<file path="config.mk">
export PLATFORM = sky130hd
export DESIGN_NAME = key_debounce
export DESIGN_NICKNAME = d
export VERILOG_FILES = /design/src/rtl/key_debounce.sv
export SDC_FILE = /design/constraint.sdc
export NUM_CORES = 1
export LEC_CHECK = 0
export CORE_MARGIN = 10
export CORE_UTILIZATION = 30
export CTS_BUF_LIST = sky130_fd_sc_hd__clkbuf_8
export CTS_CLUSTER_SIZE = 20
export DETAILED_ROUTE_END_ITERATION = 6
export MAX_ROUTING_LAYER = met4
export SLEW_MARGIN = 20
export SYNTH_ARGS = -nofsm -noshare
export SYNTH_HDL_FRONTEND = slang
export SYNTH_SLANG_ARGS = --single-unit
export TNS_END_PERCENT = 50
</file>
<file path="constraint.sdc">
create_clock -name clk -period 6 [get_ports clk]
set_input_delay 1.5 -clock clk [delete_from_list [all_inputs] [get_ports clk]]
set_output_delay 1.5 -clock clk [all_outputs]
set_load 0.05 [all_outputs]
</file>
<file path="src/rtl/key_debounce.sv">
// Debounced key with press/release pulses and optional auto-repeat.
// Raw key is double-synchronized; a four-state FSM qualifies level changes.
module key_debounce #(
    parameter int STABLE_CYCLES = 4,
    parameter int REPEAT_EN     = 1,
    parameter int REPEAT_DELAY  = 8,
    parameter int REPEAT_PERIOD = 3
) (
    input  logic clk,
    input  logic rst,
    input  logic key_in,
    output logic key_level,
    output logic press_pulse,
    output logic release_pulse
);

    localparam int STAB_W = 16;
    localparam int REP_W  = 17;
    localparam logic [STAB_W-1:0] STAB_LAST = STAB_W'(STABLE_CYCLES - 1);
    localparam logic [REP_W-1:0]  REP_FIRST = REP_W'(REPEAT_DELAY);
    localparam logic [REP_W-1:0]  REP_WRAP  = REP_W'(REPEAT_DELAY + REPEAT_PERIOD);

    typedef enum logic [1:0] {
        RELEASED,
        ARMING,
        HELD,
        DISARMING
    } state_t;

    state_t            r_state;
    state_t            w_state_nxt;
    logic              r_s1;
    logic              r_s2;
    logic [STAB_W-1:0] r_stab_cnt;
    logic [STAB_W-1:0] w_stab_nxt;
    logic [STAB_W-1:0] w_stab_inc;
    logic [REP_W-1:0]  r_rep_cnt;
    logic [REP_W-1:0]  w_rep_nxt;
    logic [REP_W-1:0]  w_rep_inc;
    logic              w_level_nxt;
    logic              w_press_nxt;
    logic              w_release_nxt;

    assign w_stab_inc = r_stab_cnt + 1'b1;
    assign w_rep_inc  = r_rep_cnt + 1'b1;

    // NOTE: sequential state uses non-blocking assignments so every flop
    // samples the pre-edge value of its neighbours (s1 -> s2 ordering).
    always_ff @(posedge clk) begin
        if (rst) begin
            r_s1          <= 1'b0;
            r_s2          <= 1'b0;
            r_state       <= RELEASED;
            r_stab_cnt    <= '0;
            r_rep_cnt     <= '0;
            key_level     <= 1'b0;
            press_pulse   <= 1'b0;
            release_pulse <= 1'b0;
        end else begin
            r_s1          <= key_in;
            r_s2          <= r_s1;
            r_state       <= w_state_nxt;
            r_stab_cnt    <= w_stab_nxt;
            r_rep_cnt     <= w_rep_nxt;
            key_level     <= w_level_nxt;
            press_pulse   <= w_press_nxt;
            release_pulse <= w_release_nxt;
        end
    end

    // NOTE: every output of this block gets a default first, so no path
    // through the case statement can leave one unassigned and infer a latch.
    always_comb begin
        w_state_nxt   = r_state;
        w_stab_nxt    = r_stab_cnt;
        w_rep_nxt     = r_rep_cnt;
        w_level_nxt   = key_level;
        w_press_nxt   = 1'b0;
        w_release_nxt = 1'b0;

        case (r_state)
            RELEASED: begin
                if (r_s2) begin
                    w_state_nxt = ARMING;
                    w_stab_nxt  = STAB_W'(1);
                end
            end

            ARMING: begin
                if (!r_s2) begin
                    w_state_nxt = RELEASED;
                    w_stab_nxt  = '0;
                end else if (r_stab_cnt == STAB_LAST) begin
                    w_state_nxt = HELD;
                    w_stab_nxt  = '0;
                    w_rep_nxt   = '0;
                    w_level_nxt = 1'b1;
                    w_press_nxt = 1'b1;
                end else begin
                    w_stab_nxt = w_stab_inc;
                end
            end

            HELD: begin
                // Every cycle spent in HELD advances the repeat timer; the
                // count rewinds from DELAY+PERIOD to DELAY so it never wraps.
                if (REPEAT_EN != 0) begin
                    w_rep_nxt   = (w_rep_inc == REP_WRAP) ? REP_FIRST : w_rep_inc;
                    w_press_nxt = r_s2 && ((w_rep_inc == REP_FIRST) || (w_rep_inc == REP_WRAP));
                end
                if (!r_s2) begin
                    w_state_nxt = DISARMING;
                    w_stab_nxt  = STAB_W'(1);
                end
            end

            DISARMING: begin
                if (r_s2) begin
                    w_state_nxt = HELD;
                    w_stab_nxt  = '0;
                end else if (r_stab_cnt == STAB_LAST) begin
                    w_state_nxt   = RELEASED;
                    w_stab_nxt    = '0;
                    w_rep_nxt     = '0;
                    w_level_nxt   = 1'b0;
                    w_release_nxt = 1'b1;
                end else begin
                    w_stab_nxt = w_stab_inc;
                end
            end

            default: begin
                w_state_nxt = RELEASED;
            end
        endcase
    end

endmodule
</file>
---- After elaboration in Yosys (flattened, before gate mapping) ----
Index checks and enable logic that the tools add are counted.
operators by class
  $add $sub $neg .......................... 2
  equality and inequality tests ........... 14
  mux-type cells .......................... 26
  bitwise logic cells ..................... 1
  reductions and logical operators ........ 10
operator list
  operator                                                                count
  16-bit two-way mux                                                      5
  17-bit two-way mux                                                      4
  16-bit one-hot mux with 4 select lines                                  1
  17-bit one-hot mux with 3 select lines                                  1
  17-bit by 4-bit equality test with 1-bit output, second input constant  2
  17-bit by 1-bit adder with 17-bit output, second input constant         1
  16-bit by 1-bit adder with 16-bit output, second input constant         1
  16-bit by 2-bit equality test with 1-bit output, second input constant  1
  2-bit two-way mux                                                       6
  2-bit != test, second input constant                                    6
  2-bit one-hot mux with 4 select lines                                   1
  1-bit two-way mux                                                       6
  3-bit != test, second input constant                                    2
  5-bit AND reduction                                                     1
  2-bit equality test, second input constant                              2
  1-bit one-hot mux with 2 select lines                                   2
  4-bit AND reduction                                                     1
  3-bit AND reduction                                                     1
  3-bit nonzero test                                                      1
  3-bit OR reduction                                                      1
  2-bit by 1-bit equality test with 1-bit output, second input constant   1
  2-bit zero test                                                         1
  2-bit AND reduction                                                     1
  2-bit nonzero test                                                      1
  3 further kinds                                                         3
storage, ports and cells
  register bits after elaboration ......... 40
  input bits .............................. 3

---- Logic depth before layout (Yosys ltp) ----
Gate-level depths: netlist (run 1).
  depth in word-level cells ............... 5
  mapped depth ............................ 9

---- Least setup slack after synthesis (run 1) ----
Ideal clock, no wire load.
  kind .................................... register to register
  start ................................... register r_rep_cnt[1]
  end ..................................... register r_rep_cnt[1]
  setup time .............................. 0.128 ns
  arrival time ............................ 2.195 ns
  data required time ...................... 5.872 ns
  setup slack ............................. 3.677 ns
  stages on the path, launching flop included .. 10
  path buffers ............................ 1
  path through ............................ dfxtp_1 -> ha_1 -> nand4_4 -> nor3_4 -> o2111ai_1 -> a2111oi_4 -> a31oi_4 -> buf_6 -> a22oi_2 -> nor2_1
on the way
  word-level cells in the longest chain between the ends .. 4
  elaborated cells on any way between the ends .. 7
  those cells by class .................... add/sub (1); eq/ne (1); mux (5)
ends and longest elaborated chain
  item                                             line  source
  start: declaration                               37    logic [REP_W-1:0] r_rep_cnt;
  start signal: assignment                         64    r_rep_cnt <= w_rep_nxt;
  17-bit by 1-bit adder with 17-bit output         45    assign w_rep_inc = r_rep_cnt + 1'b1;
  17-bit by 4-bit equality test with 1-bit output  108   w_rep_nxt = (w_rep_inc == REP_WRAP) ? REP_FIRST : w_rep_inc;
  17-bit two-way mux                               108
  17-bit one-hot mux with 3 select lines (*)       81    case (r_state)
Mark *: on every way between the ends. The rest lies on a longest branch, timed or not. The select of a mux whose other input is x is not followed.
A chain may end at the register's enable or synchronous reset.

---- Worst setup path after layout (run 1) ----
  start ................................... register key_level
  end ..................................... output key_level
RTL lines
  item                      line  source
  start: declaration        12    output logic key_level,
  start signal: assignment  65    key_level <= w_level_nxt;
No word-level cell between the ends.

==> results of run 1 <==
## cells in the mapped netlist, types with 2 or more instances
master / number
a211oi_1: 2
a21oi_1: 16
a31oi_1: 8
and2_1: 2
and3_1: 2
buf_2: 8
clkbuf_1: 10
dfxtp_1: 40
ha_1: 8
inv_1: 6
mux2_2: 2
mux2i_1: 2
nand2_1: 42
nand2b_1: 2
nand3_1: 15
nand3_2: 2
nand3b_1: 2
nand4_1: 11
nand4b_1: 2
nor2_1: 35
nor2b_1: 6
nor3_1: 15
nor4_1: 8
nor4_2: 2
nor4b_1: 2
o2111ai_1: 2
o21ai_0: 12
o21ai_1: 2
or2_2: 3
or3_1: 3
xnor2_1: 7
xor2_1: 9
## power by group
group	switching, mW	internal, mW	leakage (nW)
combinational	0.0335	0.0156	0.430
clock	0.0944	0.164	0.0642
sequential	0.00517	0.268	0.323
## final cells by class
cell class,instances,share of cell area
multi-input cells,239,0.5622
flip-flops and latches,40,0.3062
clock inverters,2,0.02297
repair buffers,7,0.02488
clock buffers,5,0.02632
well taps,102,0.04880
inverters,6,0.008612
## cell families (layout without fill, tap and decap cells)
group	after synthesis	count (layout)	synth area share
adders and majority gates	8	8	0.04189
DFF	40	40	0.3351
AOI/OAI and AO/OA	51	51	0.1456
and+or+nand+nor	160	160	0.3513
xor gates and xnor gates	16	16	0.05864
muxes	4	4	0.01780
buffers and inverters	26	20	0.04974
## state kept, by name, indices dropped and copies added, names as in the netlist, named ones only
register / flops
key_level: 1
press_pulse: 1
r_rep_cnt: 17
r_s1: 1
r_s2: 1
r_stab_cnt: 16
r_state: 1
release_pulse: 1
## placed cells by master (no fill, tap or decap), types with 2 or more instances in the layout
cell	instances
nand2_1	42
dfxtp_1	40
nor2_1	35
a21oi_1	16
nor3_1	15
nand3_1	15
nand4_1	11
o21ai_0	11
xor2_1	9
nor4_1	8
a31oi_1	8
ha_1	8
xnor2_1	7
inv_1	6
nor2b_1	6
clkbuf_8	5
clkdlybuf4s50_1	5
or2_2	3
or3_1	3
o21ai_1	3
mux2_2	2
nor4b_1	2
nand2b_1	2
and2_1	2
mux2i_1	2
nand4b_1	2
nand3_2	2
nor4_2	2
nand3b_1	2
o2111ai_1	2
and3_1	2
a211oi_1	2
bufinv_16	2
buf_4	2
## worst paths after layout
kind                start             to  cells after the start
max             key_level      key_level                      1
min                  r_s1           r_s2                      1
max reg2reg  r_rep_cnt[1]  r_rep_cnt[12]                      8
min reg2reg          r_s1           r_s2                      1
## routing by layer
| metal | share of wire | vias to the layer above | track usage | wire, um |
|---|---|---|---|---|
| met5 | 0 | - | - | 0 |
| met4 | 0.013 | 0 | 0.03717 | 63 |
| met3 | 0.029 | 2 | 0.02360 | 144 |
| met2 | 0.45 | 28 | 0.1350 | 2240 |
| met1 | 0.50 | 991 | 0.1176 | 2498 |
| li1 | - | 1070 | - | - |
## per-stage QoR
step / hold WS, ps / power, mW
detailed placement: 429.8 / 0.3293
floorplan: 413.8 / 0.3157
global route: 458.2 / 0.6041
CTS: 456.1 / 0.5882
global placement: 430.3 / 0.3285
finish: 451.4 / 0.5808
==> metrics.md, run 1 <==
| Metric | Value |
|---|---|
| Netlist Area Pre-Place | approximately 0.0024 mm2 |
| Cell Pwr Density | ~220 mW/mm2 |
| Post-route setup slack | between 3000 and 4000 ps |
| Slowest CP cell | clkdlybuf4s50_1 |
| Max cap viols | 0 |
| Area of the multi-input gates | 0.001470 mm2 |
| Sum Neg Setup Slack | 0 ps |
| Critical path endpoint category | output pin |
| Rows | 32 |
| Largest net degree at the start of global routing | 29 |
| DR iter-0 viols | between 100 and 150 |
| Yosys cell types | a little under 50 |
| Static Leak | between 0.8 and 0.9 nW |
| Share of layout cells above drive strength 1 | 0.08361 |
| CTS max path bufs | 2 |
| Post-CTS resize count | 0 |
| Final hold vios | 0 |
| Horiz. Die Dim | 109.3 um |
| Total grt overflow | 0 |
| Final setup vio count | 0 |
| Post-CTS Hold Buffers | 0 |
| Finished Core Util | 0.3384 |
| Wire per inst | roughly 12 um |
| Maximum vdd drop | 130.2 uV |
| Pre-CTS setup slack | around 3200 ps |
| Boundary Pins | 6 |
| Post-synthesis cell count | between 300 and 400 |
| Max Clk Rate | approximately 0.34 GHz |
| Post-place instance area | 0.002486 mm2 |
| Die area | 0.01194 mm2 |
| DP Cell Count | about 390 |
| Family with the most delay on the worst path | buffers and inverters |
| Chip height | around 110 um |
| Total GRT Usage | 0.09201 |
| Port bufs | 5 |
| Register bit total from synthesis | 40 |
| CP bufs+invs | 1 |
| Status | completed |
| Vias per cell | ~5.2 |
| # DRC | 0 |
| Arrival time worst endpoint | between 1000 and 1500 ps |
| Main area contributors after synthesis | dfxtp_1 (34%), nand2_1 (6.6%), nor2_1 (5.5%), ha_1 (4.2%), a21oi_1 (3.4%) |
| Initial antenna violation count | 0 |
| TritonRoute pass-1 iters | 4 |
| Number of CTS-inserted buffers | 5 |
| Vias in the first global route | 1,881 |
| Post-DP HPWL | between 3000 and 4000 um |
| Share of synthesized registers carrying an async set or reset | 0 |
| Syn_nets | approximately 320 |
| First-pass GRT wire length | around 9000 um |
| Nets@finish | 310 |
| Largest area contributor in the netlist | dfxtp_1 |
| Clock Latency Late Sink | about 290 ps |
| R2R setup slack | 3360 ps |
| Rel. slew slack | 0.6083 |
| Core area | around 0.0077 mm2 |
| Starting Density | 0.3093 |
| Worst Hold Class | flip-flop to flip-flop |
| Register area | 800.8 um2 |
| Number of flops mapped to enable cells by yosys | 0 |
| Register area share after synthesis | 0.3351 |
| Crit Path Class | flip-flop to output pin |
| TritonCTS clock tree | done |
| Skew final | between 10 and 15 ps |
| Period utilization | 0.4905 |
| Gpl congestion | slightly below 0.8 |
| DR vias | about 2,100 |
| Clk sinks | 40 |
| Post-Route WL | approximately 4900 um |
| Actual slew at the worst max-slew pin | roughly 580 ps |
| Synth-to-Final Area Change | 9.424% |
| RSZ-0062 raised after global routing | false |
| Worst-path fanout max | 3 |
| Cell area after layout | between 0.002 and 0.003 mm2 |
| Required @ worst endpoint | between 4000 and 5000 ps |
| Syn Area/Cell | approximately 7.8 um2 |
| Worst-path clk slew | ~80 ps |
| Top cell type's share of synthesized area | 0.3351 |
| Type of origin of the critical path | flip-flop |
| Post-CTS Setup Bufs | 0 |
| Slew Viols, Final | 0 |
| Top FF cell, synth | dfxtp_1 |
| Routed Antenna Nets | 0 |
| CTS root buf | clkbuf_8 |
| H-tree Lvls | 2 |
| Period minus WS final | 2943 ps |
| Worst path cell trace | clkdlybuf4s50_1 |
| Cell Count, Final, Fillers Out | about 400 |
| Ys Warns | 0 |
| N_diodes | 0 |
| CP peak stage delay | 810 ps |
| Filler cell count in the final layout | between 800 and 900 |
Note: power is estimated with default switching activity, not from simulation.
==> inputs of run 2 (changes only) <==
clock period = 2.6 ns   (was 6 ns; I/O delays follow)
==> run 2 against run 1 <==
  * Flip-flop and latch count did not move
  * Sequential share of layout area fell by 0.60 points
  * Clock-buffer cell count rose by 1
  * Routed wire length rose by 2.2%
  * Combinational power rose to 2.7 times the previous value
  * Non-clock buffer count rose by 8
  * Critical path depth rose by 6
==> metrics.md, run 2 (synthesized netlist as in run 1, its figures left out) <==
| Metric | Value |
|---|---|
| Status | completed |
| Skew final | 8.743 ps (-2.078 ps) |
| Worst R2R Start | r_rep_cnt[2] |
| Clock Latency Late Sink | 300 ps (about the same) |
| Share of layout cells above drive strength 1 | 0.1104 (+0.02678) |
| Commonest cells after routing, fill and taps aside | nand2_1 (42), dfxtp_1 (40), nor2_1 (35), a21oi_1 (16) |
| Final setup vio count | 0 (unchanged) |
| Comb power frac | 0.100 (+0.015) |
| Commonest non-fill, non-tap cell in the layout | nand2_1 |
| Horiz. Die Dim | 109.3 um (unchanged) |
| Wire per inst | 12.33 um (about the same) |
| Rel. slew slack | 0.6545 (+0.04619) |
| TritonCTS clock tree | done |
| Clk sinks | 40 (unchanged) |
| First-pass GRT wire length | 8652 um (-1.5%) |
| Switching Share | 0.2511 (+0.02195) |
| CTS max path bufs | 2 (unchanged) |
| H-tree Lvls | 2 (unchanged) |
| Worst-path fanout max | 14 (+11) |
| Chip height | 109.3 um (unchanged) |
| DR iter-0 viols | 124 (-16%) |
| Post-CTS Hold Buffers | 0 (unchanged) |
| Max cap viols | 0 (unchanged) |
| Flop pwr share | 0.479 (+0.008) |
| Met3 routed WL | 156 um (+8.3%) |
| Actual slew at the worst max-slew pin | 516.7 ps (-65.54 ps) |
| Cell area after layout | 0.002668 mm2 (+2.0%) |
| Worst-path clk slew | 80 ps (about the same) |
| Vias per cell | 5.073 (-2.7%) |
| Number of CTS-inserted buffers | 5 (unchanged) |
| Starting Density | 0.3093 (unchanged) |
| Post-place instance area | 0.002546 mm2 (+2.4%) |
| Met2 WL | 2306 um (+2.9%) |
| N_diodes | 0 (unchanged) |
| Boundary Pins | 6 (unchanged) |
| Vias in the first global route | 1,876 (-0.27%) |
| Period minus WS final | between 2000 and 2500 ps |
| Internal power | 979.4 uW (+120%) |
| Nets@finish | 318 (+2.6%) |
| Max Clk Rate | between 0.4 and 0.5 GHz |
| Initial antenna violation count | 0 (unchanged) |
| Static Leak | 0.8566 nW (+4.9%) |
| Net Switching | 328.3 uW (+150%) |
| Uppermost routed layer | met4 |
| CTS root buf | clkbuf_8 |
| Slew Viols, Final | 0 (unchanged) |
| Min-Delay Startpoint | r_s1 |
| TritonRoute pass-1 iters | 4 (unchanged) |
| Post-CTS Setup Bufs | 0 (unchanged) |
| Final hold vios | 0 (unchanged) |
| Arrival time worst endpoint | 2490 ps (+1050 ps) |
| Worst Setup SP | r_rep_cnt[2] |
| DR vias | 2,080 (-0.53%) |
| Required @ worst endpoint | 2770 ps (-1730 ps) |
| Synth-to-Final Area Change | 11.62% |
| Period utilization | 0.8931 |
| Largest register FFs | 17 (unchanged) |
| Core area | 0.007727 mm2 (unchanged) |
| Crit Path Class | flip-flop to flip-flop |
| Largest net degree at the start of global routing | 28 (-3.4%) |
| RSZ-0062 raised after global routing | false |
| Total GRT Usage | 0.09061 (-0.001394) |
| Type of origin of the critical path | flip-flop |
| Port bufs | 5 (unchanged) |
| Rows | 32 (unchanged) |
| Post-CTS resize count | 0 (unchanged) |
| Critical path endpoint category | flip-flop |
| Worst Hold Class | flip-flop to flip-flop |
| Top Registers | r_rep_cnt: 17 flops, r_stab_cnt: 16 flops |
| Die area | 0.01194 mm2 (unchanged) |
| Routed Antenna Nets | 0 (unchanged) |
| # DRC | 0 (unchanged) |
| Total grt overflow | 0 (unchanged) |
| Largest register by flop count | r_rep_cnt |
| M1 WL | 2474 um (-0.96%) |
| Post-Route WL | 5056 um (+2.2%) |
| Post-DP HPWL | 3585 um (+2.3%) |
| Gpl congestion | 0.8204 (+4.4%) |
| Cell Pwr Density | 490.2 mW/mm2 (+120%) |
| Clock share of power | 0.421 (-0.024) |
| Sum Neg Setup Slack | 0 ps (unchanged) |
| Maximum vdd drop | 246.6 uV (+89%) |
==> run 2: cell types whose count changed in the layout (fill, tap and decap cells not counted) <==
| cell | previous run | this run |
|---|---|---|
| buf_4 | 2 | 10 |
| bufinv_16 | 2 | 1 |
| clkbuf_8 | 5 | 6 |
| clkinv_4 | 0 | 1 |
==> run 2: final timing paths <==
check                  end  slack (ps)  cells past startpoint
max          r_rep_cnt[12]         280                      7
min                   r_s2         460                      1
max reg2reg  r_rep_cnt[12]         280                      7
min reg2reg           r_s2         460                      1
==> run 2: worst max-delay path, cell delays in order, from the launching register on <==
cell	delay, ps
dfxtp_1	550
nand4_4	190
nor3_4	280
o2111ai_1	190
a2111oi_4	450
a31oi_4	260
nand4b_1	170
a31oi_1	90
==> run 2: cell type report <==
cell class,count,area (um2)
multi-input cells,239,1470
flip-flops and latches,40,800.8
clock inverters,2,38.79
inverters,6,22.52
repair buffers,15,125.1
well taps,102,127.6
fillers,787,5060
clock buffers,6,82.58
==> run 2: power groups by stage <==
stage	Clock (mW)	Sequential (mW)	Combinational, mW
after detailed placement	0	0.641	0.132
after floorplan	0	0.641	0.0875
after global routing	0.587	0.628	0.148
after CTS	0.566	0.627	0.132
after global placement	0	0.641	0.131
final	0.550	0.626	0.131
==> run 2: routing by layer <==
layer  up-vias  global-route usage
li1       1081                   -
met2        34              0.1397
met3         9             0.01711
met1       956              0.1118
met5         -                   -
met4         0             0.04275
==> run 2: per-stage QoR <==
| stage | power (mW) | worst slack [ps] | hold slack (ps) | cells | util |
|---|---|---|---|---|---|
| floorplan | 0.7285 | 277.1 | 413.8 | 305 | - |
| global placement | 0.7713 | 285.3 | 431.5 | 402 | 0.3295 |
| detailed placement | 0.7726 | 287.5 | 438.5 | 402 | 0.3295 |
| CTS | 1.325 | 270.4 | 459.7 | 410 | 0.3452 |
| global route | 1.362 | 44.25 | 476.4 | 410 | 0.3452 |
| finish | 1.308 | 277.9 | 456.3 | 410 | 0.3452 |
